File: src/rtl/rnd_lfsr_source.sv
// rnd_lfsr_source: seeded pseudo-random block source built on a 128-bit Fibonacci LFSR.
// The source is seeded by four 32-bit beats, runs a discarded warm-up, and then
// presents one RND_W-bit block per accepted transfer. A block is never shown
// again after it has been consumed.
//
// Handshakes: both interfaces use valid/ready. A seed beat transfers on a rising
// edge where seed_valid && seed_ready. A random block transfers on a rising edge
// where rnd_valid && rnd_ready. rnd_out is meaningful only while rnd_valid is
// high, and it holds steady while rnd_valid is high and rnd_ready is low.
module rnd_lfsr_source #(
    parameter int RND_W  = 8,
    parameter int WARMUP = 16
) (
    input  logic             clk,
    input  logic             rst,
    input  logic [31:0]      seed_in,
    input  logic             seed_valid,
    output logic             seed_ready,
    output logic [RND_W-1:0] rnd_out,
    output logic             rnd_valid,
    input  logic             rnd_ready,
    output logic             seeded,
    output logic [1:0]       dbg_state
);

    typedef enum logic [1:0] {
        ST_IDLE   = 2'd0,
        ST_LOAD   = 2'd1,
        ST_WARMUP = 2'd2,
        ST_RUN    = 2'd3
    } state_t;

    localparam logic [7:0] WARM_N = 8'(WARMUP);

    state_t           r_state;
    state_t           w_state_nxt;
    logic [127:0]     r_s;
    logic [127:0]     w_s_nxt;
    logic [127:0]     w_step_s;
    logic [127:0]     w_loaded;
    logic [1:0]       r_beat;
    logic [1:0]       w_beat_nxt;
    logic [7:0]       r_warm;
    logic [7:0]       w_warm_nxt;
    logic [RND_W-1:0] r_rnd_out;
    logic [RND_W-1:0] w_rnd_out_nxt;
    logic [RND_W-1:0] w_block;
    logic             r_rnd_valid;
    logic             w_rnd_valid_nxt;
    logic             r_seeded;
    logic             w_seeded_nxt;
    logic             w_seed_acc;

    // Seeds are refused only while the warm-up run is in progress.
    assign seed_ready = (r_state != ST_WARMUP);
    assign w_seed_acc = seed_valid && seed_ready;

    assign rnd_out   = r_rnd_out;
    assign rnd_valid = r_rnd_valid;
    assign seeded    = r_seeded;
    assign dbg_state = r_state;

    // One block step: RND_W single LFSR steps unrolled; the first feedback bit lands in bit 0.
    always_comb begin
        w_step_s = r_s;
        w_block  = '0;
        for (int i = 0; i < RND_W; i++) begin
            w_block[i] = w_step_s[127] ^ w_step_s[125] ^ w_step_s[100] ^ w_step_s[98];
            w_step_s   = {w_step_s[126:0], w_block[i]};
        end
    end

    // Next-state and datapath decisions for every state.
    always_comb begin
        w_state_nxt     = r_state;
        w_s_nxt         = r_s;
        w_beat_nxt      = r_beat;
        w_warm_nxt      = r_warm;
        w_rnd_out_nxt   = r_rnd_out;
        w_rnd_valid_nxt = r_rnd_valid;
        w_seeded_nxt    = r_seeded;
        w_loaded        = {seed_in, r_s[95:0]};
        case (r_state)
            ST_IDLE: begin
                if (w_seed_acc) begin
                    w_s_nxt[31:0] = seed_in;
                    w_beat_nxt    = 2'd1;
                    w_state_nxt   = ST_LOAD;
                end
            end
            ST_LOAD: begin
                if (w_seed_acc) begin
                    if (r_beat == 2'd3) begin
                        // An all-zero state would lock the LFSR; substitute the smallest nonzero state.
                        w_s_nxt     = (w_loaded == '0) ? 128'd1 : w_loaded;
                        w_warm_nxt  = 8'd0;
                        w_state_nxt = ST_WARMUP;
                    end else begin
                        w_s_nxt[{r_beat, 5'd0} +: 32] = seed_in;
                        w_beat_nxt                    = r_beat + 2'd1;
                    end
                end
            end
            ST_WARMUP: begin
                w_s_nxt = w_step_s;
                if (r_warm != WARM_N) begin
                    w_warm_nxt = r_warm + 8'd1;
                end else begin
                    w_rnd_out_nxt   = w_block;
                    w_rnd_valid_nxt = 1'b1;
                    w_seeded_nxt    = 1'b1;
                    w_state_nxt     = ST_RUN;
                end
            end
            ST_RUN: begin
                if (w_seed_acc) begin
                    // Reseed: a same-cycle rnd_ready still counts as consuming the current block.
                    w_s_nxt[31:0]   = seed_in;
                    w_beat_nxt      = 2'd1;
                    w_rnd_valid_nxt = 1'b0;
                    w_seeded_nxt    = 1'b0;
                    w_state_nxt     = ST_LOAD;
                end else if (r_rnd_valid && rnd_ready) begin
                    w_s_nxt       = w_step_s;
                    w_rnd_out_nxt = w_block;
                end
            end
            default: begin
                w_state_nxt = ST_IDLE;
            end
        endcase
    end

    // State register.
    always_ff @(posedge clk or posedge rst) begin
        if (rst) begin
            r_state <= ST_IDLE;
        end else begin
            r_state <= w_state_nxt;
        end
    end

    // LFSR, counters and output registers.
    always_ff @(posedge clk or posedge rst) begin
        if (rst) begin
            r_s         <= '0;
            r_beat      <= 2'd0;
            r_warm      <= 8'd0;
            r_rnd_out   <= '0;
            r_rnd_valid <= 1'b0;
            r_seeded    <= 1'b0;
        end else begin
            r_s         <= w_s_nxt;
            r_beat      <= w_beat_nxt;
            r_warm      <= w_warm_nxt;
            r_rnd_out   <= w_rnd_out_nxt;
            r_rnd_valid <= w_rnd_valid_nxt;
            r_seeded    <= w_seeded_nxt;
        end
    end

endmodule

File: config.mk
export PLATFORM = sky130hd
export DESIGN_NAME = rnd_lfsr_source
export DESIGN_NICKNAME = d
export VERILOG_FILES = /design/src/rtl/rnd_lfsr_source.sv
export SDC_FILE = /design/constraint.sdc
export NUM_CORES = 1
export LEC_CHECK = 0
export BUFFER_PORTS_ARGS = -buffer_cell sky130_fd_sc_hd__buf_4
export CORE_MARGIN = 2
export CORE_UTILIZATION = 55
export CTS_CLUSTER_DIAMETER = 200
export DETAILED_ROUTE_END_ITERATION = 8
export HOLD_SLACK_MARGIN = 0.08
export PLACE_DENSITY = 0.74
export SYNTH_ARGS = -nofsm -noshare
export SYNTH_HDL_FRONTEND = slang
export SYNTH_SLANG_ARGS = --single-unit
File: constraint.sdc
create_clock -name clk -period 6.43 [get_ports clk]
set_input_delay 0.3215 -clock clk [delete_from_list [all_inputs] [get_ports clk]]
set_output_delay 0.3215 -clock clk [all_outputs]
set_load 0.02 [all_outputs]
---- Yosys cells after proc, flatten, opt, wreduce, memory -nomap -nowiden ----
Index checks and enable logic that the tools add are counted.
word-level totals
  register bits after elaboration ......... 149
  bits in latches ......................... 0
  memory bits (writable) .................. 0
  ROM bits ................................ 0
  input bits .............................. 36
  output and inout port bits .............. 13
  logic and storage cells ................. 101
  memories ................................ 0
operators by class
  add/subtract/negate cells ............... 3
  multipliers ............................. 0
  divide/modulo/power cells ............... 0
  magnitude comparators ................... 0
  eq/ne operators ......................... 18
  shifts and indexed selects .............. 2
  mux-type cells .......................... 29
  bitwise operators ....................... 24
  reductions and logical operators ........ 17
operators with widths
  cell                        count
  $mux W128                   4
  $pmux W96 S3                1
  $bwmux W128                 1
  $logic_not A128 Y1          1
  $pmux W32 S4                1
  $shift A32 B9 Y128 const A  1
  $shiftx A32 B9 Y128         1
  $mux W96                    1
  $mux W32                    2
  $mux W8                     6
  $pmux W8 S2                 2
  $reduce_and A4 Y1           6
  $xor A1 B1 Y1               24
  $ne A2 B2 Y1 const B        10
  $mux W2                     6
  $neg A7 Y9                  1
  $add A8 B1 Y8 const B       1
  $ne A8 B5 Y1 const B        1
  $eq A2 B2 Y1 const B        3
  $ne A3 B3 Y1 const B        2
  $pmux W2 S3                 1
  $reduce_bool A2 Y1          3
  $reduce_and A5 Y1           1
  $pmux W2 S2                 1
  10 further kinds            12

---- Longest topological paths before layout ----
Gate-level depths: netlist of the first run.
  depth in word-level cells ............... 6
  depth in mapped cells ................... 11
  depth with buffers taken out ............ 8

---- Least setup slack after synthesis of the first run ----
OpenSTA, ideal clock, no wires.
  kind .................................... register -> register
  start point ............................. reg r_state[0], in the netlist dbg_state[0]
  end point ............................... reg r_s[32]
  setup time .............................. 0.128 ns
  data arrival time ....................... 2.495 ns
  required time ........................... 6.302 ns
  slack ................................... 3.808 ns
  cell stages (with the launch flop) ...... 11
  path buffers ............................ 2
  clock period less this slack ............ 2.622 ns
  cells stage by stage .................... dfrtp_1 > inv_1 > ha_1 > nand2b_1 > buf_4 > nand3_1 > a221oi_4 > o31ai_1 > a31oi_2 > buf_4 > mux2_1
between the ends
  word-level cells in the longest chain between the ends .. 4
  elaborated cells between the ends (all ways) .. 12
  classes of those cells .................. 8 x eq/ne; 1 x mux; 3 x reduce/logical
RTL lines
  element                      line  text
  start: declaration           35    state_t r_state;
  start signal: assignment     139   r_state <= w_state_nxt;
  $ne A2 B2 Y1                 55    assign seed_ready = (r_state != ST_WARMUP);
  $logic_and A1 B1 Y1          56    assign w_seed_acc = seed_valid && seed_ready;
  $ne A2 B2 Y1 (no line)       -
  $reduce_and A5 Y1 (no line)  -
  end signal: assignment       153   r_s <= w_s_nxt;
  end: declaration             37    logic [127:0] r_s;
Parallel ways exist; a longest one is shown, timed or not.
A chain may end at the register's enable or synchronous reset.

---- Final worst setup path of the first run ----
  start point ............................. reg r_state[0], in the netlist dbg_state[0]
  end point ............................... reg r_s[62]
The elaborated chain is that of the path after synthesis.

==> flow_metrics.env, run 1 <==
export IMPL_status="finished, final reports clean"
export IMPL_cp_max_fo=35
export IMPL_fmax_mhz=267
export IMPL_synth_most_common_cell="dfrtp_1"
export IMPL_cap_violations=0
export IMPL_cp_start_kind="flip-flop"
export IMPL_wl_per_cell_um=24.8
export IMPL_numCtsBuffers=17
export IMPL_powerDensity_nw_per_um2=572
export IMPL_die_x_um=121
export IMPL_grt_pass1_wl_mm=33.4
export IMPL_synth_area_leaders="dfrtp_1 (50%), mux2_1 (9.2%), a22o_1 (7.5%)"
export IMPL_drt_wl_total_mm=21.6
export IMPL_worstSetupPathType="flip-flop to flip-flop"
export IMPL_synth_top_area_cell="dfrtp_1"
export IMPL_final_setup_viol_count=0
export IMPL_dp_hpwl_mm=13.9
export IMPL_peakVddDrop_mv=0.265
export IMPL_port_buffers=48
export IMPL_min_path_type="input port to flip-flop"
export IMPL_ant_nets=0
export IMPL_finClkSkew_ps=10.4
export IMPL_final_cells=871
export IMPL_path_clk_slew_ps=60
export IMPL_vias=5998
export IMPL_ys_ff_latch=149
export IMPL_final_max_slew_viol_count=0
export IMPL_drc=0
export IMPL_slew_headroom=0.192
export IMPL_cts_buffer_depth=2
export IMPL_setup_tns_ps=0
export IMPL_p_total_uw=4850
export IMPL_dpl_cell_count=840
export IMPL_cts_htree_levels=4
export IMPL_fin_crit_sh=0.582
export IMPL_ys_flop_type="dfrtp_1"
export IMPL_initial_core_util=0.565
export IMPL_grt_usage=0.308
export IMPL_place_area_um2=7930
export IMPL_die_h_um=121
export IMPL_yosysUniqueCellTypes=45
export IMPL_tightest_slew_ps=1210
export IMPL_rsz0062_at_grt="false"
export IMPL_yosysWarnings=0
export IMPL_initialDrtViolationCount=844
export IMPL_place_congestion=0.965
export IMPL_design_area_um2=8480
export IMPL_drive_gt1_frac=0.154
export IMPL_dr_pass1_iters=5
export IMPL_yosys_top_cells_count="dfrtp_1 (149), a22o_1 (64), mux2_1 (61)"
export IMPL_synth_nets=707
export IMPL_antenna_found_initial=0
export IMPL_grt_overflow=0
export IMPL_arrival_ps=4050
export IMPL_cts_sinks=149
export IMPL_avgSynthCellArea_um2=11.4
export IMPL_final_util=0.640
export IMPL_synth_edf_count=0
export IMPL_core_um2=13200
export IMPL_root_buffer="clkbuf_16"
export IMPL_viasPerCell=6.89
export IMPL_finalNetCount=732
export IMPL_cts_tree="yes"
export IMPL_row_count=42
export IMPL_grt_pass1_vias=5832
export IMPL_die_area_um2=14500
export IMPL_p_leak_uw=0.00376
export IMPL_yosys_area_top_type_share=0.498
export IMPL_clk_latency_ps=430
export IMPL_async_flop_share=1.00
export IMPL_endpoint_kind="flip-flop"
export IMPL_hold_viol_final=0
export IMPL_post_route_min_period_ps=3740
export IMPL_reg2reg_setup_slack_ps=2690
export IMPL_grt_max_degree=88
export IMPL_mappedNetlistArea_um2=7480
export IMPL_pin_count=49
export IMPL_required_ps=6740
export IMPL_syn_to_final_growth_pct=13.4
export IMPL_ys_seq_area_frac=0.498
export IMPL_netlist_instances=659
export IMPL_antenna_cells=0
==> worst paths after layout <==
path | depth (start not counted) | startpoint | end
max | 9 | dbg_state[0]$_DFFE_PP0P_ | r_s[62]$_DFFE_PP0P_
min | 3 | seed_in[25] | r_s[25]$_DFFE_PP0P_
max reg2reg | 9 | dbg_state[0]$_DFFE_PP0P_ | r_s[62]$_DFFE_PP0P_
min reg2reg | 2 | rnd_out[7]$_DFFE_PP0P_ | rnd_out[7]$_DFFE_PP0P_
max in group asynchronous | 4 | rst | r_s[113]$_DFFE_PP0P_
min in group asynchronous | 3 | rst | r_s[39]$_DFFE_PP0P_
==> worst max-delay path, cell delays in order, from the launching register on <==
cell	delay, ps
dfrtp_1	440
inv_1	140
ha_1	290
nand2b_1	390
nand3_1	190
a221oi_4	230
buf_4	390
o31ai_1	200
a31oi_4	920
mux2_2	420
==> cell usage in the layout (no fill, tap or decap), drive strengths merged, types with 4 or more instances in the layout <==
cell type	Yosys	routed
nand4	11	11
o21ai	5	5
o2bb2ai	31	31
nor2	45	45
clkbuf	38	27
xor2	10	10
inv	12	12
nand2	7	7
nor4	34	34
buf	12	55
dfrtp	149	149
a22o	64	64
nor3	4	4
a22oi	32	32
mux2	73	73
ha	12	12
xnor2	14	14
nor2b	4	4
nand3	4	4
o22ai	33	33
a21oi	38	38
==> routing by layer <==
metal	wire length, um	global-route usage
met4	982	0.149
met3	2280	0.0868
met1	8680	0.428
met2	9690	0.447
met5	0	0
==> repair_timing <==
action                                 CTS  global route
endpoints found under the hold margin   62             0
buffers inserted                         0             0
gates resized for setup                  0             0
hold buffers                             1             0
==> power by group <==
group / internal (uW) / switching, uW / total (uW)
logic: 932 / 1400 / 2330
registers: 1300 / 304 / 1610
clock network: 549 / 365 / 915
total: 2790 / 2070 / 4850
==> per-stage QoR <==
stage,hold WS (ps),setup WS (ps)
after floorplan,478,2100
after global placement,423,2940
after detailed placement,439,2790
after CTS,246,2780
after global routing,277,2540
final,276,2690
==> cells by family after synthesis <==
group / count (synthesis) / synth area share
AOI/OAI and AO/OA: 217 / 0.219
DFF: 149 / 0.498
buffers and inverters: 62 / 0.0356
xor gates and xnor gates: 24 / 0.0281
and+or+nand+nor: 119 / 0.0843
muxes: 76 / 0.114
adders and majority gates: 12 / 0.0201
==> state kept, by name (all words and copies together), names as in the netlist <==
signal,flops
r_warm,8
dbg_state,2
r_beat,2
seeded,1
r_s,128
rnd_out,8
==> area by class of cell <==
| type | count | area, um^2 |
|---|---|---|
| Clock inverter | 3 | 17.5 |
| Fill cell | 1056 | 4760 |
| Inverter | 12 | 50.0 |
| Tap cell | 176 | 220 |
| Clock buffer | 27 | 523 |
| Timing Repair Buffer | 56 | 423 |
| Multi-Input combinational cell | 448 | 3520 |
| Sequential cell | 149 | 3730 |
(Power assumes the default switching activity.)
==> run 2, diff against run 1 <==
==> constraint.sdc (replaced) <==
create_clock -name clk -period 3.6 [get_ports clk]
set_input_delay 0.18 -clock clk [delete_from_list [all_inputs] [get_ports clk]]
set_output_delay 0.18 -clock clk [all_outputs]
set_load 0.02 [all_outputs]
==> run 2 against run 1 <==
  * Cell area grew 0.89%
  * Largest power group unchanged
  * Die area is the same
  * Largest cell class unchanged
  * Critical path type unchanged
  * Setup slack lost 2200 ps
  * Sequential power grew 80%
  * Routed wire length grew 2.8%
==> flow_metrics.env, run 2 (synthesized netlist as in run 1, its figures left out) <==
export IMPL_cap_violations=0
export IMPL_power_switching_uw=3810
export IMPL_wl_per_cell_um=25.3
export IMPL_root_buffer="clkbuf_16"
export IMPL_drive_gt1_frac=0.167
export IMPL_hold_viol_final=0
export IMPL_final_util=0.646
export IMPL_dp_hpwl_mm=14.3
export IMPL_fin_crit_sh=0.873
export IMPL_grt_max_degree=150
export IMPL_final_setup_viol_count=0
export IMPL_cts_tree="yes"
export IMPL_clk_latency_ps=430
export IMPL_antenna_found_initial=0
export IMPL_peakVddDrop_mv=0.513
export IMPL_worst_slack_ps=458
export IMPL_status="finished, final reports clean"
export IMPL_largest_reg_flops=128
export IMPL_initial_core_util=0.565
export IMPL_swShare=0.432
export IMPL_internal_power_uw=5000
export IMPL_p_leak_uw=0.00379
export IMPL_powerDensity_nw_per_um2=1030
export IMPL_slew_headroom=0.272
export IMPL_dr_pass1_iters=7
export IMPL_min_path_type="input port to flip-flop"
export IMPL_cts_htree_levels=4
export IMPL_pwr_share_clk=0.196
export IMPL_drc=0
export IMPL_largest_register="r_s"
export IMPL_setup_tns_ps=0
export IMPL_viasPerCell=6.90
export IMPL_syn_to_final_growth_pct=14.4
export IMPL_cts_sinks=149
export IMPL_cp_max_fo=31
export IMPL_endpoint_kind="flip-flop"
export IMPL_die_x_um=121
export IMPL_place_congestion=0.942
export IMPL_initialDrtViolationCount=770
export IMPL_dp_worst_setup_slack_ps=564
export IMPL_drt_wl_total_mm=22.2
export IMPL_pin_count=49
export IMPL_vias=6056
export IMPL_required_ps=3940
export IMPL_finalNetCount=737
export IMPL_fmax_mhz=318
export IMPL_row_count=42
export IMPL_place_area_um2=7980
export IMPL_core_um2=13200
export IMPL_rsz0062_at_grt="false"
export IMPL_final_cell_mix="dfrtp_1 (149), a22o_1 (64), mux2_1 (61)"
export IMPL_port_buffers=48
export IMPL_post_route_min_period_ps=3140
export IMPL_die_area_um2=14500
export IMPL_grt_pass1_wl_mm=33.7
export IMPL_grt_usage=0.314
export IMPL_final_common_cell="dfrtp_1"
export IMPL_grt_pass1_vias=5817
export IMPL_antenna_cells=0
export IMPL_p_total_uw=8810
export IMPL_cts_buffer_depth=2
export IMPL_post_cts_buffers=0
export IMPL_p_comb_frac=0.476
export IMPL_tightest_slew_ps=1090
export IMPL_die_h_um=121
export IMPL_grt_overflow=0
export IMPL_arrival_ps=3480
export IMPL_cp_start_kind="flip-flop"
export IMPL_reg2reg_setup_slack_ps=460
export IMPL_worstSetupPathType="flip-flop to flip-flop"
export IMPL_numCtsBuffers=17
export IMPL_final_max_slew_viol_count=0
export IMPL_seq_power_share=0.328
export IMPL_ant_nets=0
export IMPL_finClkSkew_ps=12.0
export IMPL_design_area_um2=8560
export IMPL_path_clk_slew_ps=60
[run 2: cell count changes in the layout (fill, tap and decap cells not counted), sizes merged]
cell	previous run	this run
clkinvlp	1	6
buf	55	60
inv	12	15
clkinv	2	3
clkbuf	27	19
bufinv	0	1
[run 2: worst max-delay path, stage by stage, from the launching register on]
cell and delay (ps):
dfrtp_1 440, inv_1 130, ha_1 280, nand2b_1 380, o21ai_0 290, a221oi_1 430
a211o_1 890, o2bb2ai_1 200
[run 2: cell type report]
cell class	count	area, um^2
Timing Repair Buffer	61	473
Inverter	12	48.8
Multi-Input combinational cell	448	3520
Clock buffer	19	443
Tap cell	176	220
Fill cell	1022	4690
Clock inverter	13	124
Sequential cell	149	3730
[run 2: layer usage]
metal	vias to the layer above	global-route usage	wire [um]
met5	-	0	0
met4	0	0.165	1080
met3	77	0.0972	2090
met2	331	0.455	10000
met1	3030	0.425	9050
li1	2618	-	-
[run 2: metrics by stage]
step / hold WS [ps] / instances
after detailed placement: 483 / 845
after global routing: 109 / 878
final: 128 / 878
after global placement: 472 / 845
after CTS: 108 / 878
after floorplan: 369 / 659
[run 2: path summary, 6_finish.rpt]
kind                                                from                     end  depth (start not counted)
worst min register to register    rnd_out[7]$_DFFE_PP0P_  rnd_out[7]$_DFFE_PP0P_                          2
max in group asynchronous                            rst    r_s[116]$_DFFE_PP0P_                          4
worst max register to register  dbg_state[0]$_DFFE_PP0P_     r_s[27]$_DFFE_PP0P_                          7
worst min-delay path                         seed_in[18]    r_s[114]$_DFFE_PP0P_                          3
min in group asynchronous                            rst   r_warm[3]$_DFFE_PP0P_                          4
worst max-delay path            dbg_state[0]$_DFFE_PP0P_     r_s[27]$_DFFE_PP0P_                          7
[run 2: what timing repair did]
item / 4_1_cts / 5_1_grt
endpoints found under the setup margin: 0 / 0
gates resized for setup: 0 / 0
endpoints found under the hold margin: 149 / 0
hold buffers: 1 / 0
[run 2: power by group through the flow]
stage / registers, uW / clock network [uW] / logic (uW)
3_3_place_gp: 2860 / 0 / 3970
5_1_grt: 2940 / 1820 / 4520
6_report: 2890 / 1730 / 4190
2_1_floorplan: 2770 / 0 / 3130
4_1_cts: 2860 / 1740 / 4130
3_5_place_dp: 2880 / 0 / 4110
==> run 3, diff against run 2 <==
==> constraint.sdc (replaced) <==
create_clock -name clk -period 3.08 [get_ports clk]
set_input_delay 0.154 -clock clk [delete_from_list [all_inputs] [get_ports clk]]
set_output_delay 0.154 -clock clk [all_outputs]
set_load 0.02 [all_outputs]
==> run 3 against run 2 <==
  * Non-clock buffer count is 9 higher
  * Register-to-register slack lost 250 ps
  * Clock-buffer cell count unchanged
  * Largest power group unchanged
==> flow_metrics.env, run 3 (synthesized netlist as in run 1, its figures left out) <==
export IMPL_whs_ps=92.0
export IMPL_cp_start_kind="flip-flop"
export IMPL_numCtsBuffers=17
export IMPL_required_ps=3380
export IMPL_min_path_type="input port to flip-flop"
export IMPL_die_x_um=121
export IMPL_p_leak_uw=0.00385
export IMPL_root_buffer="clkbuf_16"
export IMPL_path_clk_slew_ps=60
export IMPL_initialDrtViolationCount=781
export IMPL_grt_pass1_vias=6016
export IMPL_grt_overflow=0
export IMPL_cts_resized=0
export IMPL_grt_usage=0.316
export IMPL_port_buffers=48
export IMPL_die_area_um2=14500
export IMPL_fin_crit_sh=0.934
export IMPL_rsz0062_at_grt="false"
export IMPL_antenna_cells=0
export IMPL_drc=0
export IMPL_drive_gt1_frac=0.176
export IMPL_final_cell_mix="dfrtp_1 (149), buf_4 (65), a22o_1 (64)"
export IMPL_syn_to_final_growth_pct=16.3
export IMPL_grt_max_degree=65
export IMPL_p_total_uw=10600
export IMPL_cap_violations=0
export IMPL_ant_nets=0
export IMPL_antenna_found_initial=0
export IMPL_finalNetCount=746
export IMPL_core_um2=13200
export IMPL_min_from="seed_in[10]"
export IMPL_dp_hpwl_mm=14.5
export IMPL_fillers=1013
export IMPL_dr_pass1_iters=6
export IMPL_cp_max_fo=32
export IMPL_row_count=42
export IMPL_worstSetupPathType="flip-flop to flip-flop"
export IMPL_vias=6156
export IMPL_wl_per_cell_um=25.2
export IMPL_initial_core_util=0.565
export IMPL_final_max_slew_viol_count=0
export IMPL_pin_count=49
export IMPL_setup_tns_ps=0
export IMPL_reg2reg_setup_slack_ps=200
export IMPL_final_setup_viol_count=0
export IMPL_cts_htree_levels=4
export IMPL_cts_sinks=149
export IMPL_grt_pass1_wl_mm=34.5
export IMPL_r2r_start="r_s[64]$_DFFE_PP0P_"
export IMPL_clk_latency_ps=430
export IMPL_tightest_slew_ps=739
export IMPL_hold_buffers=1
export IMPL_peakVddDrop_mv=0.704
export IMPL_crit_start="r_s[64]$_DFFE_PP0P_"
export IMPL_finClkSkew_ps=11.1
export IMPL_fmax_mhz=348
export IMPL_post_route_min_period_ps=2880
export IMPL_final_common_cell="dfrtp_1"
export IMPL_endpoint_kind="flip-flop"
export IMPL_slew_headroom=0.506
export IMPL_cts_tree="yes"
export IMPL_post_cts_buffers=0
export IMPL_largest_reg_flops=128
export IMPL_die_h_um=121
export IMPL_place_congestion=0.897
export IMPL_largest_register="r_s"
export IMPL_drt_wl_total_mm=22.3
export IMPL_powerDensity_nw_per_um2=1220
export IMPL_hold_viol_final=0
export IMPL_status="finished, final reports clean"
export IMPL_rr_endpoint="r_s[83]$_DFFE_PP0P_"
export IMPL_crit_end="r_s[83]$_DFFE_PP0P_"
export IMPL_viasPerCell=6.96
export IMPL_cts_buffer_depth=2
export IMPL_arrival_ps=3180
export IMPL_r2r_cells=7
## run 3: worst max-delay path, cell delays in order (launching register included)
cell     delay [ps]
dfrtp_1         410
nor4_1          460
nand4_1         190
nor4_2          530
nand2_1         260
a31oi_4         290
buf_12          240
mux2_1          360
## run 3: worst min path at each step
stage | to | slack, ps | depth (start not counted)
global route | r_s[97]$_DFFE_PP0P_ | 100 | 3
detailed placement | r_warm[3]$_DFFE_PP0P_ | 330 | 2
floorplan | r_s[24]$_DFFE_PP0P_ | 340 | 2
finish | r_s[106]$_DFFE_PP0P_ | 90 | 3
global placement | r_warm[4]$_DFFE_PP0P_ | 310 | 2
CTS | r_s[106]$_DFFE_PP0P_ | 90 | 3
## run 3: area by class of cell
| cell class | count | area, um^2 | share of cell area |
|---|---|---|---|
| clock buffer | 19 | 453 | 0.0521 |
| clock inverter | 11 | 153 | 0.0175 |
| inverter | 12 | 48.8 | 0.00561 |
| multi-input combinational | 448 | 3520 | 0.405 |
| sequential | 149 | 3730 | 0.429 |
| tap | 176 | 220 | 0.0253 |
| timing repair buffer | 70 | 578 | 0.0664 |
## run 3: per-layer routing
metal | GRT usage | part of all wire
met1 | 0.421 | 0.39
met2 | 0.484 | 0.46
met3 | 0.0802 | 0.10
met4 | 0.152 | 0.046
met5 | 0 | 0
## run 3: power by group
part	internal, uW	leakage (uW)	switching [uW]
combinational	2110	0.00168	2960
clock	1310	0.000276	829
sequential	2720	0.00190	655
total	6140	0.00385	4450
## run 3: stage by stage
step | util | instance area [um^2] | std cells | setup WS [ps]
global route | 0.657 | 8700 | 885 | 39.7
finish | 0.657 | 8700 | 885 | 203
floorplan | - | 7480 | 659 | 458
detailed placement | 0.611 | 8090 | 854 | 257
CTS | 0.657 | 8700 | 885 | 241
global placement | 0.611 | 8090 | 854 | 342
